## src/rtl/viterbi_ctrl_pkg.sv

```systemverilog
// ============================================================================
// viterbi_ctrl_pkg : shared types and constants for the Viterbi link sequencer
// Rev 1.0
// ============================================================================
`default_nettype none

package viterbi_ctrl_pkg;

  typedef enum logic [1:0] {
    IDLE   = 2'd0,
    SEND   = 2'd1,
    DRAIN  = 2'd2,
    REPORT = 2'd3
  } state_t;

  typedef enum logic [1:0] {
    ERR_NONE  = 2'd0,
    ERR_PER   = 2'd1,
    ERR_BURST = 2'd2,
    ERR_ONE   = 2'd3
  } err_mode_t;

  localparam logic [1:0] c_MASK_DEFAULT = 2'b01;

endpackage

`default_nettype wire

```

## src/rtl/chan_err_sched.sv

```systemverilog
// ============================================================================
// chan_err_sched : per-symbol channel bit-flip scheduler and injection counter
// Rev 1.0
// ============================================================================
`default_nettype none

module chan_err_sched
  import viterbi_ctrl_pkg::*;
#(
  parameter int PER_W = 3,
  parameter int FRAME = 10
) (
  input  logic             clk,
  input  logic             rst,
  input  logic             i_load,
  input  logic [1:0]       i_mode,
  input  logic [1:0]       i_mask,
  input  logic [PER_W-1:0] i_per,
  input  logic             i_step,
  output logic [1:0]       o_flip,
  output logic [7:0]       o_inj_ct
);

  localparam int c_FIDX_W = $clog2(FRAME + 1);
  localparam int c_IDX_W  = (c_FIDX_W > PER_W) ? c_FIDX_W : PER_W;
  localparam logic [PER_W-1:0] c_ONE = PER_W'(1);
  localparam logic [PER_W-1:0] c_TWO = PER_W'(2);

  err_mode_t          r_mode;
  logic [1:0]         r_mask;
  logic [PER_W-1:0]   r_per;
  logic [PER_W-1:0]   r_mod;
  logic [c_IDX_W-1:0] r_idx;
  logic [1:0]         r_flip;
  logic [7:0]         r_inj;
  logic               w_hit;

  // r_mod tracks j mod p incrementally so no divider is needed
  always_comb begin
    w_hit = 1'b0;
    case (r_mode)
      ERR_PER:   w_hit = (r_per != '0) && (r_mod == r_per - c_ONE);
      ERR_BURST: w_hit = (r_per != '0) &&
                         ((r_per <= c_TWO) || (r_mod == c_ONE) || (r_mod == c_TWO));
      ERR_ONE:   w_hit = (r_idx == c_IDX_W'(r_per));
      default:   w_hit = 1'b0;
    endcase
  end

  always_ff @(posedge clk or posedge rst) begin
    if (rst) begin
      r_mode <= ERR_NONE;
      r_mask <= '0;
      r_per  <= '0;
      r_mod  <= '0;
      r_idx  <= '0;
      r_flip <= '0;
      r_inj  <= '0;
    end else if (i_load) begin
      r_mode <= err_mode_t'(i_mode);
      r_mask <= (i_mask == 2'b00) ? c_MASK_DEFAULT : i_mask;
      r_per  <= i_per;
      r_mod  <= '0;
      r_idx  <= '0;
      r_flip <= '0;
      r_inj  <= '0;
    end else if (i_step) begin
      r_flip <= w_hit ? r_mask : 2'b00;
      if (w_hit && (r_inj != 8'hFF)) begin
        r_inj <= r_inj + 8'd1;
      end
      r_idx <= r_idx + c_IDX_W'(1);
      r_mod <= ((r_per == '0) || (r_mod == r_per - c_ONE)) ? '0 : r_mod + c_ONE;
    end else begin
      r_flip <= '0;
    end
  end

  assign o_flip   = r_flip;
  assign o_inj_ct = r_inj;

endmodule

`default_nettype wire

```

## src/rtl/viterbi_link_ctrl.sv

```systemverilog
// ============================================================================
// viterbi_link_ctrl : frame sequencer for encoder / channel / Viterbi test link
// Rev 1.0
// ============================================================================
`default_nettype none

module viterbi_link_ctrl
  import viterbi_ctrl_pkg::*;
#(
  parameter int MSG_W   = 8,
  parameter int TAIL    = 2,
  parameter int DEC_LAT = 4,
  parameter int PER_W   = 3
) (
  input  logic                       clk,
  input  logic                       rst,
  input  logic                       start_i,
  input  logic [MSG_W-1:0]           msg_i,
  input  logic [1:0]                 err_mode_i,
  input  logic [1:0]                 err_mask_i,
  input  logic [PER_W-1:0]           err_per_i,
  input  logic                       dec_bit_i,
  output logic                       enc_bit_o,
  output logic                       enc_en_o,
  output logic [1:0]                 chan_flip_o,
  output logic                       dec_en_o,
  output logic                       busy_o,
  output logic                       done_o,
  output logic [MSG_W-1:0]           rx_msg_o,
  output logic [$clog2(MSG_W+1)-1:0] bit_err_ct_o,
  output logic [7:0]                 inj_ct_o
);

  localparam int c_N     = MSG_W + TAIL;
  localparam int c_CNT_W = $clog2(c_N + 1);
  localparam int c_ERR_W = $clog2(MSG_W + 1);

  state_t             r_state;
  logic [MSG_W-1:0]   r_msg;
  logic [MSG_W-1:0]   r_tx;
  logic [MSG_W-1:0]   r_rx_shift;
  logic [MSG_W-1:0]   r_rx_msg;
  logic [c_CNT_W-1:0] r_bit_cnt;
  logic [c_CNT_W-1:0] r_cap_cnt;
  logic               r_enc_en;
  logic               r_enc_bit;
  logic               r_enc_en_d;
  logic               r_dec_en;
  logic [DEC_LAT-1:0] r_cap_pipe;
  logic               r_busy;
  logic               r_done;
  logic [c_ERR_W-1:0] r_bit_err;
  logic [7:0]         r_inj_ct;
  logic               w_start;
  logic               w_cap;
  logic [7:0]         w_sched_inj;
  logic [c_ERR_W-1:0] w_popcnt;

  assign w_start = (r_state == IDLE) && start_i;
  assign w_cap   = r_cap_pipe[DEC_LAT-1];

  always_comb begin
    w_popcnt = '0;
    for (int i = 0; i < MSG_W; i++) begin
      w_popcnt = w_popcnt + c_ERR_W'(r_rx_shift[i] ^ r_msg[i]);
    end
  end

  chan_err_sched #(
    .PER_W (PER_W),
    .FRAME (c_N)
  ) u_sched (
    .clk      (clk),
    .rst      (rst),
    .i_load   (w_start),
    .i_mode   (err_mode_i),
    .i_mask   (err_mask_i),
    .i_per    (err_per_i),
    .i_step   (r_enc_en),
    .o_flip   (chan_flip_o),
    .o_inj_ct (w_sched_inj)
  );

  // Channel register then decoder: the capture enable trails dec_en by DEC_LAT
  always_ff @(posedge clk or posedge rst) begin
    if (rst) begin
      r_enc_en_d <= 1'b0;
      r_dec_en   <= 1'b0;
      r_cap_pipe <= '0;
    end else begin
      r_enc_en_d    <= r_enc_en;
      r_dec_en      <= r_enc_en_d;
      r_cap_pipe[0] <= r_dec_en;
      for (int i = 1; i < DEC_LAT; i++) begin
        r_cap_pipe[i] <= r_cap_pipe[i-1];
      end
    end
  end

  always_ff @(posedge clk or posedge rst) begin
    if (rst) begin
      r_state    <= IDLE;
      r_msg      <= '0;
      r_tx       <= '0;
      r_rx_shift <= '0;
      r_rx_msg   <= '0;
      r_bit_cnt  <= '0;
      r_cap_cnt  <= '0;
      r_enc_en   <= 1'b0;
      r_enc_bit  <= 1'b0;
      r_busy     <= 1'b0;
      r_done     <= 1'b0;
      r_bit_err  <= '0;
      r_inj_ct   <= '0;
    end else begin
      r_done <= 1'b0;
      case (r_state)
        IDLE: begin
          if (start_i) begin
            r_state    <= SEND;
            r_busy     <= 1'b1;
            r_msg      <= msg_i;
            r_tx       <= {msg_i[MSG_W-2:0], 1'b0};
            r_enc_en   <= 1'b1;
            r_enc_bit  <= msg_i[MSG_W-1];
            r_bit_cnt  <= c_CNT_W'(1);
            r_cap_cnt  <= '0;
            r_rx_shift <= '0;
            r_rx_msg   <= '0;
            r_bit_err  <= '0;
            r_inj_ct   <= '0;
          end
        end
        SEND: begin
          if (r_bit_cnt == c_CNT_W'(c_N)) begin
            r_enc_en  <= 1'b0;
            r_enc_bit <= 1'b0;
            r_state   <= DRAIN;
          end else begin
            // r_tx empties to zero after MSG_W shifts, giving the flush bits
            r_enc_bit <= r_tx[MSG_W-1];
            r_tx      <= {r_tx[MSG_W-2:0], 1'b0};
            r_bit_cnt <= r_bit_cnt + c_CNT_W'(1);
          end
        end
        DRAIN: begin
          if (w_cap && (r_cap_cnt == c_CNT_W'(c_N - 1))) begin
            r_state <= REPORT;
          end
        end
        REPORT: begin
          r_state   <= IDLE;
          r_busy    <= 1'b0;
          r_done    <= 1'b1;
          r_rx_msg  <= r_rx_shift;
          r_bit_err <= w_popcnt;
          r_inj_ct  <= w_sched_inj;
        end
        default: r_state <= IDLE;
      endcase

      if (w_cap) begin
        r_cap_cnt <= r_cap_cnt + c_CNT_W'(1);
        if (r_cap_cnt < c_CNT_W'(MSG_W)) begin
          r_rx_shift <= {r_rx_shift[MSG_W-2:0], dec_bit_i};
        end
      end
    end
  end

  assign enc_bit_o    = r_enc_bit;
  assign enc_en_o     = r_enc_en;
  assign dec_en_o     = r_dec_en;
  assign busy_o       = r_busy;
  assign done_o       = r_done;
  assign rx_msg_o     = r_rx_msg;
  assign bit_err_ct_o = r_bit_err;
  assign inj_ct_o     = r_inj_ct;

endmodule

`default_nettype wire
```

## config.mk

```make
export PLATFORM = sky130hd
export DESIGN_NAME = viterbi_link_ctrl
export DESIGN_NICKNAME = d
export VERILOG_FILES = /design/src/rtl/viterbi_ctrl_pkg.sv /design/src/rtl/chan_err_sched.sv /design/src/rtl/viterbi_link_ctrl.sv
export SDC_FILE = /design/constraint.sdc
export NUM_CORES = 1
export LEC_CHECK = 0
export ABC_AREA = 1
export CAP_MARGIN = 20
export CORE_ASPECT_RATIO = 2
export CORE_MARGIN = 5
export CORE_UTILIZATION = 50
export DETAILED_ROUTE_END_ITERATION = 7
export PLACE_DENSITY_LB_ADDON = 0.25
export SETUP_SLACK_MARGIN = 0.15
export SLEW_MARGIN = 20
export SYNTH_ARGS = -nofsm -noshare
export SYNTH_HDL_FRONTEND = slang
export SYNTH_HIERARCHICAL = 1
export SYNTH_SLANG_ARGS = --single-unit
```

## constraint.sdc

```tcl
create_clock -name clk -period 2.8 [get_ports clk]
set_input_delay 0.84 -clock clk [delete_from_list [all_inputs] [get_ports clk]]
set_output_delay 0.84 -clock clk [all_outputs]
set_load 0.005 [all_outputs]
```

==> results of run 1 <==
sequential cells by signal, indices dropped and copies added, names as in the netlist, 3 cells and up:
| register | cells |
|---|---|
| u_sched/r_idx | 4 |
| r_tx | 7 |
| u_sched/r_mod | 3 |
| rx_msg_o | 8 |
| r_msg | 8 |
| inj_ct_o | 8 |
| u_sched/r_per | 3 |
| r_rx_shift | 8 |
| bit_err_ct_o | 4 |
| r_cap_cnt | 4 |
| u_sched/o_inj_ct | 8 |
| r_bit_cnt | 4 |
| r_cap_pipe | 4 |
final timing paths:
kind | endpoint | slack (ns) | depth (start not counted)
max reg2reg | bit_err_ct_o[2] | -0.22 | 11
max in group asynchronous | dec_en_o | 1.39 | 3
min reg2reg | r_cap_pipe[3] | 0.35 | 0
max | bit_err_ct_o[2] | -0.22 | 11
min | r_cap_pipe[3] | 0.35 | 0
min in group asynchronous | enc_en_o | 0.86 | 2
cells by family (layout without fill, tap and decap cells):
logic type / after synthesis / count (layout) / synth area share
AO/OA/AOI/OAI: 76 / 76 / 0.101
XOR/XNOR: 13 / 13 / 0.0260
adder cells (fa/ha/maj): 26 / 26 / 0.0813
buffers and inverters: 103 / 164 / 0.0947
flip-flops: 87 / 87 / 0.498
AND/OR/NAND/NOR: 194 / 194 / 0.199
cell usage in the layout, fill, tap and decap left out, drive strengths merged, types with 4 or more instances in the layout:
master,n
o21ai,48
nor2,26
xnor2,4
ha,22
buf,15
clkbuf,11
nand4,5
nor3,10
xor2,9
nand2,115
fa,4
clkdlybuf4s50,45
a21oi,12
clkinv,6
nand3,32
o22ai,12
inv,84
dfrtp,87
per-layer routing:
layer  GRT usage  vias to the layer above
met5           0                        -
met4       0.100                        0
met3      0.0317                       25
met2       0.320                       66
met1       0.189                     1633
li1            -                     1693
final cells by class:
class                           count  area [um^2]  area share
Sequential cell                    87         2180       0.406
Multi-Input combinational cell    309         1800       0.336
Timing Repair Buffer               60          576       0.107
Inverter                           88          330      0.0616
Clock buffer                       11          253      0.0471
Tap cell                          100          125      0.0233
Clock inverter                      5          104      0.0194
through the flow:
| stage | worst slack, ns | hold WS [ns] | instance area, um^2 | total power, mW |
|---|---|---|---|---|
| 6_report | -0.216 | 0.347 | 5370 | 7.13 |
| 5_1_grt | -0.293 | 0.371 | 5370 | 7.74 |
| 4_1_cts | -0.216 | 0.349 | 5360 | 7.14 |
| 3_5_place_dp | -0.274 | 0.336 | 4980 | 5.46 |
| 3_3_place_gp | -0.185 | 0.334 | 4980 | 5.25 |
| 2_1_floorplan | -0.122 | 0.331 | 4380 | 4.42 |
critical path, cell delays in order, from the launching register on:
cell     delay [ns]
dfrtp_1        0.40
xor2_1         0.22
fa_1           0.46
fa_1           0.50
inv_2          0.04
fa_1           0.45
inv_2          0.08
ha_4           0.13
inv_2          0.03
fa_2           0.33
xor2_1         0.15
o22ai_1        0.09
repair_timing:
item / CTS / global route
pin swaps: 3 / 3
gates cloned: 0 / 0
buffers inserted: 2 / 0
resized for setup: 3 / 3
endpoints found under the setup margin: 4 / 4
where the power goes:
part	switching (mW)	total [mW]	leakage (nW)	internal [mW]
combinational	2.00	3.59	1.30	1.59
clock	0.475	1.39	0.176	0.920
sequential	0.389	2.14	1.13	1.75
==> summary.txt, run 1 <==
Placement
  • DP HPWL: 7.02 mm
  • Placed insts: 642
  • Buffers on Ports: 45
  • Final RePlAce weighted congestion: about 0.8

Job
  • Max-Cap Viols: 0

Route
  • WL met3: about 290 um
  • Initial DRC Count: approximately 160
  • DR pass1 iterations: 4
  • M1 wire length: 3.57 mm
  • Met2 WL: 4.94 mm
  • WL final: 9.13 mm
  • Routed len/inst: about 14 um
  • Detailed-route DRC error count: 0
  • DR top layer: met4
  • Via total after detailed routing: 3417
  • Final ANT Viol Nets: 0
  • Mean number of vias per cell: 5.18

Yosys
  • Seq cells post-synth: 87
  • YS warnings: 6
  • Mapped Nets: 544
  • Yosys top cell by area: dfrtp_1
  • Synth cell types: 37
  • Post-synth top area share: 0.498
  • Post-Synthesis Cells: 499
  • Syn Area/Cell: 8.76 um^2
  • Top post-synthesis cells by area: dfrtp_1 50%, nand2_1 9.4%, inv_1 6.7%, ha_1 6.3%, o21ai_0 4.2%
  • Register area share after synthesis: 0.498
  • Post-synth EDFFs: 0
  • Main synth FF type: dfrtp_1
  • Post-synth top cells: 110 x nand2_1, 87 x dfrtp_1, 78 x inv_1
  • Count leader, synth: nand2_1
  • Asr flop ratio synth: 1.00
  • Cell area after synthesis: around 4400 um^2

Finish
  • Finished Layout Cells: 660
  • Final core occ: 0.625
  • Fin nets: 600
  • Layout filler cell count: 761
  • Layout cells sized above 1: 0.120
  • P&R area growth vs syn: 22.8%
  • # diodes: 0

Floorplanning
  • Die Area: around 11000 um^2
  • Die X: 76.1 um
  • Core ar.: 8590 um^2
  • IO Count: 46
  • Die H: 142 um
  • Initial Util: 0.509
  • Row cnt: 48

Global route
  • GRT Total Usage: 0.176
  • Vias in the first global route: 3456
  • Total gr overflow: 0
  • Initial antenna violation count: 0
  • Largest net degree at the start of global routing: 32
  • Global-route wire length before repair: 15.6 mm

Clock tree
  • Clk root buf: clkbuf_16
  • Clock slew seen by the registers of the worst setup and hold paths: approximately 0.06 ns
  • Clock sinks: 87
  • Htree depth: 3
  • Clock buffer depth: 2
  • CTS buffer count: 9
  • CTS tree: done
  • Worst-skew pair later-pin latency: 0.34 ns
  • Hold buffer count at CTS: 0

Power and ir drop
  • Leak Pwr: 2.61 nW
  • Power per cell area: 1330 nW/um^2
  • Max VDD drop: 0.642 mV

STA
  • Slew margin rel.: 0.502
  • Unrepaired setup endpoints after global routing: true
  • Setup violators final: 2
  • Clock Skews: 0.00792 ns
  • Max Slew Vio Count: 0
  • Post-layout min period: 3.02 ns
  • Setup WS post-layout: -0.216 ns
  • Period utilisation layout: 1.08
  • Setup TNS: -0.418 ns
  • Slew @ Worst Pin: approximately 0.75 ns
  • Final Hold Viols: 0
  • Fmax: ~330 MHz

Setup path
  • Critical path launch point: r_msg[3]
  • CP Capture Type: flip-flop
  • Required @ worst endpoint: 3.00 ns
  • Worst EP arrival: ~3.2 ns
  • R2r startpoint: r_msg[3]
  • WS Path Type: flip-flop to flip-flop
  • Critical Path Start Type: flip-flop
  • Max FO, Critical Path: 2

Hold path
  • Class of the worst hold path: flip-flop to flip-flop
  • Start point of the worst min-delay path: r_cap_pipe[2]

Status
  • Run status: complete, but fails checks
  • Failing checks: setup timing
(Power assumes the default switching activity.)
==> run 2: changes to the inputs <==
Settings changed: CORE_UTILIZATION 50 to 51.
==> run 2 against run 1 <==
- the run still ends with setup timing left
- critical endpoint is now bit_err_ct_o[1]
- highest routed layer unchanged
- core utilization rose by 1.4 points
- critical path type unchanged
- largest cell class unchanged
- sequential power barely moved
- clock skew is 0.0014 ns lower
==> summary.txt, run 2 (synthesized netlist as in run 1, its figures left out) <==
Hold path
  • Class of the worst hold path: flip-flop to flip-flop
  • Hold path cells: 0 (unchanged)

Route
  • Final ANT Viol Nets: 0 (unchanged)
  • WL final: 9.70 mm (+6.3%)
  • Mean number of vias per cell: 5.21 (+0.61%)
  • Via total after detailed routing: 3417 (unchanged)
  • Initial DRC Count: 140 (-13%)
  • DR pass1 iterations: 4 (unchanged)
  • Detailed-route DRC error count: 0 (unchanged)
  • Routed len/inst: 14.8 um (+6.9%)

Setup path
  • CP Cell Sequence: xor2_2, fa_1, fa_1, inv_1, fa_1, inv_2, ha_4, inv_2, fa_2, o22ai_1
  • WS Path Type: flip-flop to flip-flop
  • Levels on crit path: 10 (-1)
  • CP Capture Type: flip-flop
  • Max FO, Critical Path: 2 (unchanged)
  • Worst reg2reg path depth: 10 (-1)
  • Worst EP arrival: 3.26 ns (+0.04 ns)
  • Slowest-stage cell, CP: fa_2
  • Required @ worst endpoint: 3.01 ns (about the same)
  • Most used cell, CP: fa_1
  • Top Family by Delay on Critical Path: adder cells
  • Max incr delay on CP: 0.51 ns (about the same)
  • Critical Path Start Type: flip-flop
  • CP Buf/Inv Count: 3 (unchanged)

Clock tree
  • Clk root buf: clkbuf_16
  • Clock sinks: 87 (unchanged)
  • CTS buffer count: 9 (unchanged)
  • Clock buffer depth: 2 (unchanged)
  • CTS tree: done
  • Worst-skew pair later-pin latency: 0.34 ns (about the same)
  • Clock slew seen by the registers of the worst setup and hold paths: 0.06 ns (about the same)
  • Htree depth: 3 (unchanged)

Finish
  • Register area: 2180 um^2 (unchanged)
  • Most common cell after layout, fill and taps aside: nand2_1
  • Most frequent cells in the layout: 109 x nand2_1, 87 x dfrtp_1, 75 x inv_1, 45 x clkdlybuf4s50_1, 35 x o21ai_0
  • Final core occ: 0.638 (+0.0136)
  • Layout filler cell count: 691 (-9.2%)
  • Layout cells sized above 1: 0.116 (-0.00316)
  • Area occupied by multi-input gates: 1810 um^2 (+0.62%)
  • P&R area growth vs syn: 22.0%
  • Fin nets: 598 (-0.33%)
  • # diodes: 0 (unchanged)

STA
  • Setup TNS: -0.534 ns (-0.116 ns)
  • Unrepaired setup endpoints after global routing: true
  • Final Hold Viols: 0 (unchanged)
  • Post-layout min period: 3.05 ns (+0.0315 ns)
  • Slew @ Worst Pin: 0.741 ns (-0.00681 ns)
  • Max Slew Vio Count: 0 (unchanged)
  • Slew margin rel.: 0.506 (+0.00454)
  • Period utilisation layout: 1.09 (+0.0112)
  • Setup WS post-layout: -0.247 ns (-0.0315 ns)
  • Fmax: 328 MHz (-1.0%)
  • Setup violators final: 3 (+1)
  • Clock Skews: 0.00648 ns (-0.00144 ns)

Power and ir drop
  • Leak Pwr: 2.58 nW (-0.91%)
  • Pwr Total: 7.12 mW (-0.10%)
  • Power per cell area: 1340 nW/um^2 (+0.56%)
  • Max VDD drop: 0.619 mV (-3.5%)

Global route
  • GRT Total Usage: 0.200 (+0.0243)
  • Vias in the first global route: 3633 (+5.1%)
  • Total gr overflow: 0 (unchanged)
  • Global-route wire length before repair: 16.3 mm (+4.6%)
  • Initial antenna violation count: 0 (unchanged)
  • Largest net degree at the start of global routing: 64 (+100%)

Placement
  • Buffers on Ports: 45 (unchanged)
  • DP HPWL: 7.13 mm (+1.7%)
  • Pre-CTS WS: -0.277 ns (-0.00216 ns)
  • Final RePlAce weighted congestion: 0.849 (+3.3%)

Job
  • Max-Cap Viols: 0 (unchanged)

Floorplanning
  • Core ar.: 8350 um^2 (-2.8%)
  • IO Count: 46 (unchanged)
  • Initial Util: 0.524 (+0.0145)
  • Die H: 141 um (-0.91%)
  • Die X: 75.5 um (-0.86%)
  • Die Area: 10600 um^2 (-1.8%)
  • Row cnt: 47 (-2.1%)

Status
  • Run status: complete, but fails checks
  • Failing checks: setup timing
-- run 2: routing by layer --
layer,routed length (um),up-vias,track usage
li1,-,1681,-
met1,3560,1637,0.206
met2,5440,70,0.369
met3,305,29,0.0321
met4,394,0,0.101
met5,0,-,0
-- run 2: path summary, 6_finish.rpt --
kind                               startpoint                to  slack, ns
worst max-delay path            r_rx_shift[0]   bit_err_ct_o[1]      -0.25
worst min-delay path            r_cap_pipe[1]     r_cap_pipe[2]       0.35
worst max register to register  r_rx_shift[0]   bit_err_ct_o[1]      -0.25
worst min register to register  r_cap_pipe[1]     r_cap_pipe[2]       0.35
max in group asynchronous                 rst     r_cap_pipe[3]       1.59
min in group asynchronous                 rst  u_sched/r_mod[2]       0.91
-- run 2: through the flow --
| step | cell area [um^2] | hold slack [ns] | cells |
|---|---|---|---|
| 3_5_place_dp | 4960 | 0.336 | 638 |
| 4_1_cts | 5310 | 0.350 | 655 |
| 2_1_floorplan | 4380 | 0.331 | 499 |
| 5_1_grt | 5330 | 0.369 | 656 |
| 3_3_place_gp | 4960 | 0.333 | 638 |
| 6_report | 5330 | 0.347 | 656 |
-- run 2: what timing repair did --
item / in CTS / in global routing
gates cloned: 0 / 0
hold buffers: 0 / 0
pin swaps: 4 / 4
gates resized for setup: 4 / 4
setup endpoints to repair: 4 / 4
buffers inserted: 1 / 1
-- run 2: cell type report --
type,instances,area share
clock buffer,11,0.0455
clock inverter,5,0.0153
inverter,88,0.0620
multi-input combinational,309,0.340
sequential,87,0.408
tap,98,0.0230
timing repair buffer,58,0.106
-- run 2: report_power, final --
part           total [mW]  switching [mW]  internal (mW)
Clock                1.29           0.483          0.806
Combinational        3.69            2.04           1.65
Sequential           2.15           0.396           1.75
==> variant: new RTL, flow settings as in run 1 <==
Register the output `rx_msg_o` once more, cleared by the reset; this adds one clock of latency there. The other outputs are not delayed to match.
--- a/src/rtl/viterbi_link_ctrl.sv
+++ b/src/rtl/viterbi_link_ctrl.sv
@@ -173,7 +173,13 @@
   assign dec_en_o     = r_dec_en;
   assign busy_o       = r_busy;
   assign done_o       = r_done;
-  assign rx_msg_o     = r_rx_msg;
+  always_ff @(posedge clk or posedge rst) begin
+    if (rst) begin
+      rx_msg_o <= '0;
+    end else begin
+      rx_msg_o <= r_rx_msg;
+    end
+  end
   assign bit_err_ct_o = r_bit_err;
   assign inj_ct_o     = r_inj_ct;
 
Check against the original RTL: no difference found for any inputs over 10 cycles, from zero or initial values and one cycle with rst high; that may be too few to reach the edited logic, so the function may still have changed.
==> variant against run 1 <==
- the flow still finishes with violations (negative setup slack)
- via count increased by 2.7%
- clock power down 5%
- sequential cell count grew 8
- die area grew 4.3%
- critical path depth is 1 lower
- routed wire length is 9.8% higher
- power rose by 4.4%
- synthesized area up 4.8%
- clock skew shrank 0.0025 ns
- setup slack lost 0.013 ns
- utilization down 0.43 points
- sequential power grew 7%
- final area up 4.2%
==> variant: results (changes against run 1) <==
[routing]
wl_met1_um=3580  ; was 3570 um
vias=3508  ; was 3417
wirelength_um=10000  ; was 9130 um
dr_wl_met3_um=336  ; was 289 um
drtIter0Drc=183  ; was 161

[yosys]
synth_area_leaders=dfrtp_1 (52%), nand2_1 (8.9%), inv_1 (6.6%)  ; was dfrtp_1 (50%), nand2_1 (9.4%), inv_1 (6.7%)
synthMuxAreaShare_pct=0.219  ; was 0%
synthXorXnorAreaFrac_pct=2.49  ; was 2.60%
synth-seq-cells=95  ; was 87
synth.top_cells.by_count=nand2_1 (108), dfrtp_1 (95), inv_1 (80)  ; was nand2_1 (110), dfrtp_1 (87), inv_1 (78)

[pwr]
ir_drop_mv=0.761  ; was 0.642 mV
leakagePower_nw=2.72  ; was 2.61 nW

[timing]
setup_ws_ns=-0.229  ; was -0.216 ns
setup_viol=3  ; was 2

[global_route]
grt_util_all_layers_pct=18.7  ; was 17.6%
grt_pass1_wl_um=16800  ; was 15600 um
grt_start_max_net_pins=29  ; was 32
grt_pass1_vias=3613  ; was 3456

[final_layout]
nFillCells=752  ; was 761
multi_input_cells=307  ; was 309
nonClkBufAreaFrac_pct=10.8  ; was 10.7%
nNetsFinal=609  ; was 600
area.sequential_um2=2380  ; was 2180 um^2

[run_status]
violations=negative setup slack  ; unchanged
outcome=finished with violations  ; unchanged

[clock_network]
ctsResizeCount=6  ; was 3
postCtsSetupBuffers=3  ; was 2

[worst_setup_path]
arrival_ns=3.24  ; was 3.22 ns
r2r-end=bit_err_ct_o[1]  ; was bit_err_ct_o[2]
worst_r2r_path_depth=10  ; was 11

[min_path]
min_to=dec_en_o  ; was r_cap_pipe[3]

[placement]
dpl.hpwl_um=7450  ; was 7020 um
globalplace.congestion=0.817  ; was 0.822

variant: where the power goes:
part           switching [mW]  total, mW  internal, mW
Combinational            2.07       3.81          1.74
Sequential              0.401       2.30          1.90
Clock                   0.493       1.32         0.831
Total                    2.96       7.44          4.48
variant: through the flow:
| step | instance area [um^2] | hold slack, ns | setup WS [ns] | util, % | instances |
|---|---|---|---|---|---|
| 2_1_floorplan | 4590 | 0.331 | -0.119 | - | 507 |
| 3_3_place_gp | 5200 | 0.340 | -0.226 | 57.7 | 652 |
| 3_5_place_dp | 5200 | 0.336 | -0.266 | 57.7 | 652 |
| 4_1_cts | 5570 | 0.350 | -0.235 | 61.8 | 671 |
| 5_1_grt | 5590 | 0.355 | -0.345 | 62.1 | 671 |
| 6_report | 5590 | 0.346 | -0.229 | 62.1 | 671 |
variant: per-layer routing:
metal / up-vias / GRT usage [%]
met3: 26 / 3.41
met5: - / 0
met2: 77 / 33.4
met4: 0 / 10.8
li1: 1712 / -
met1: 1693 / 19.9
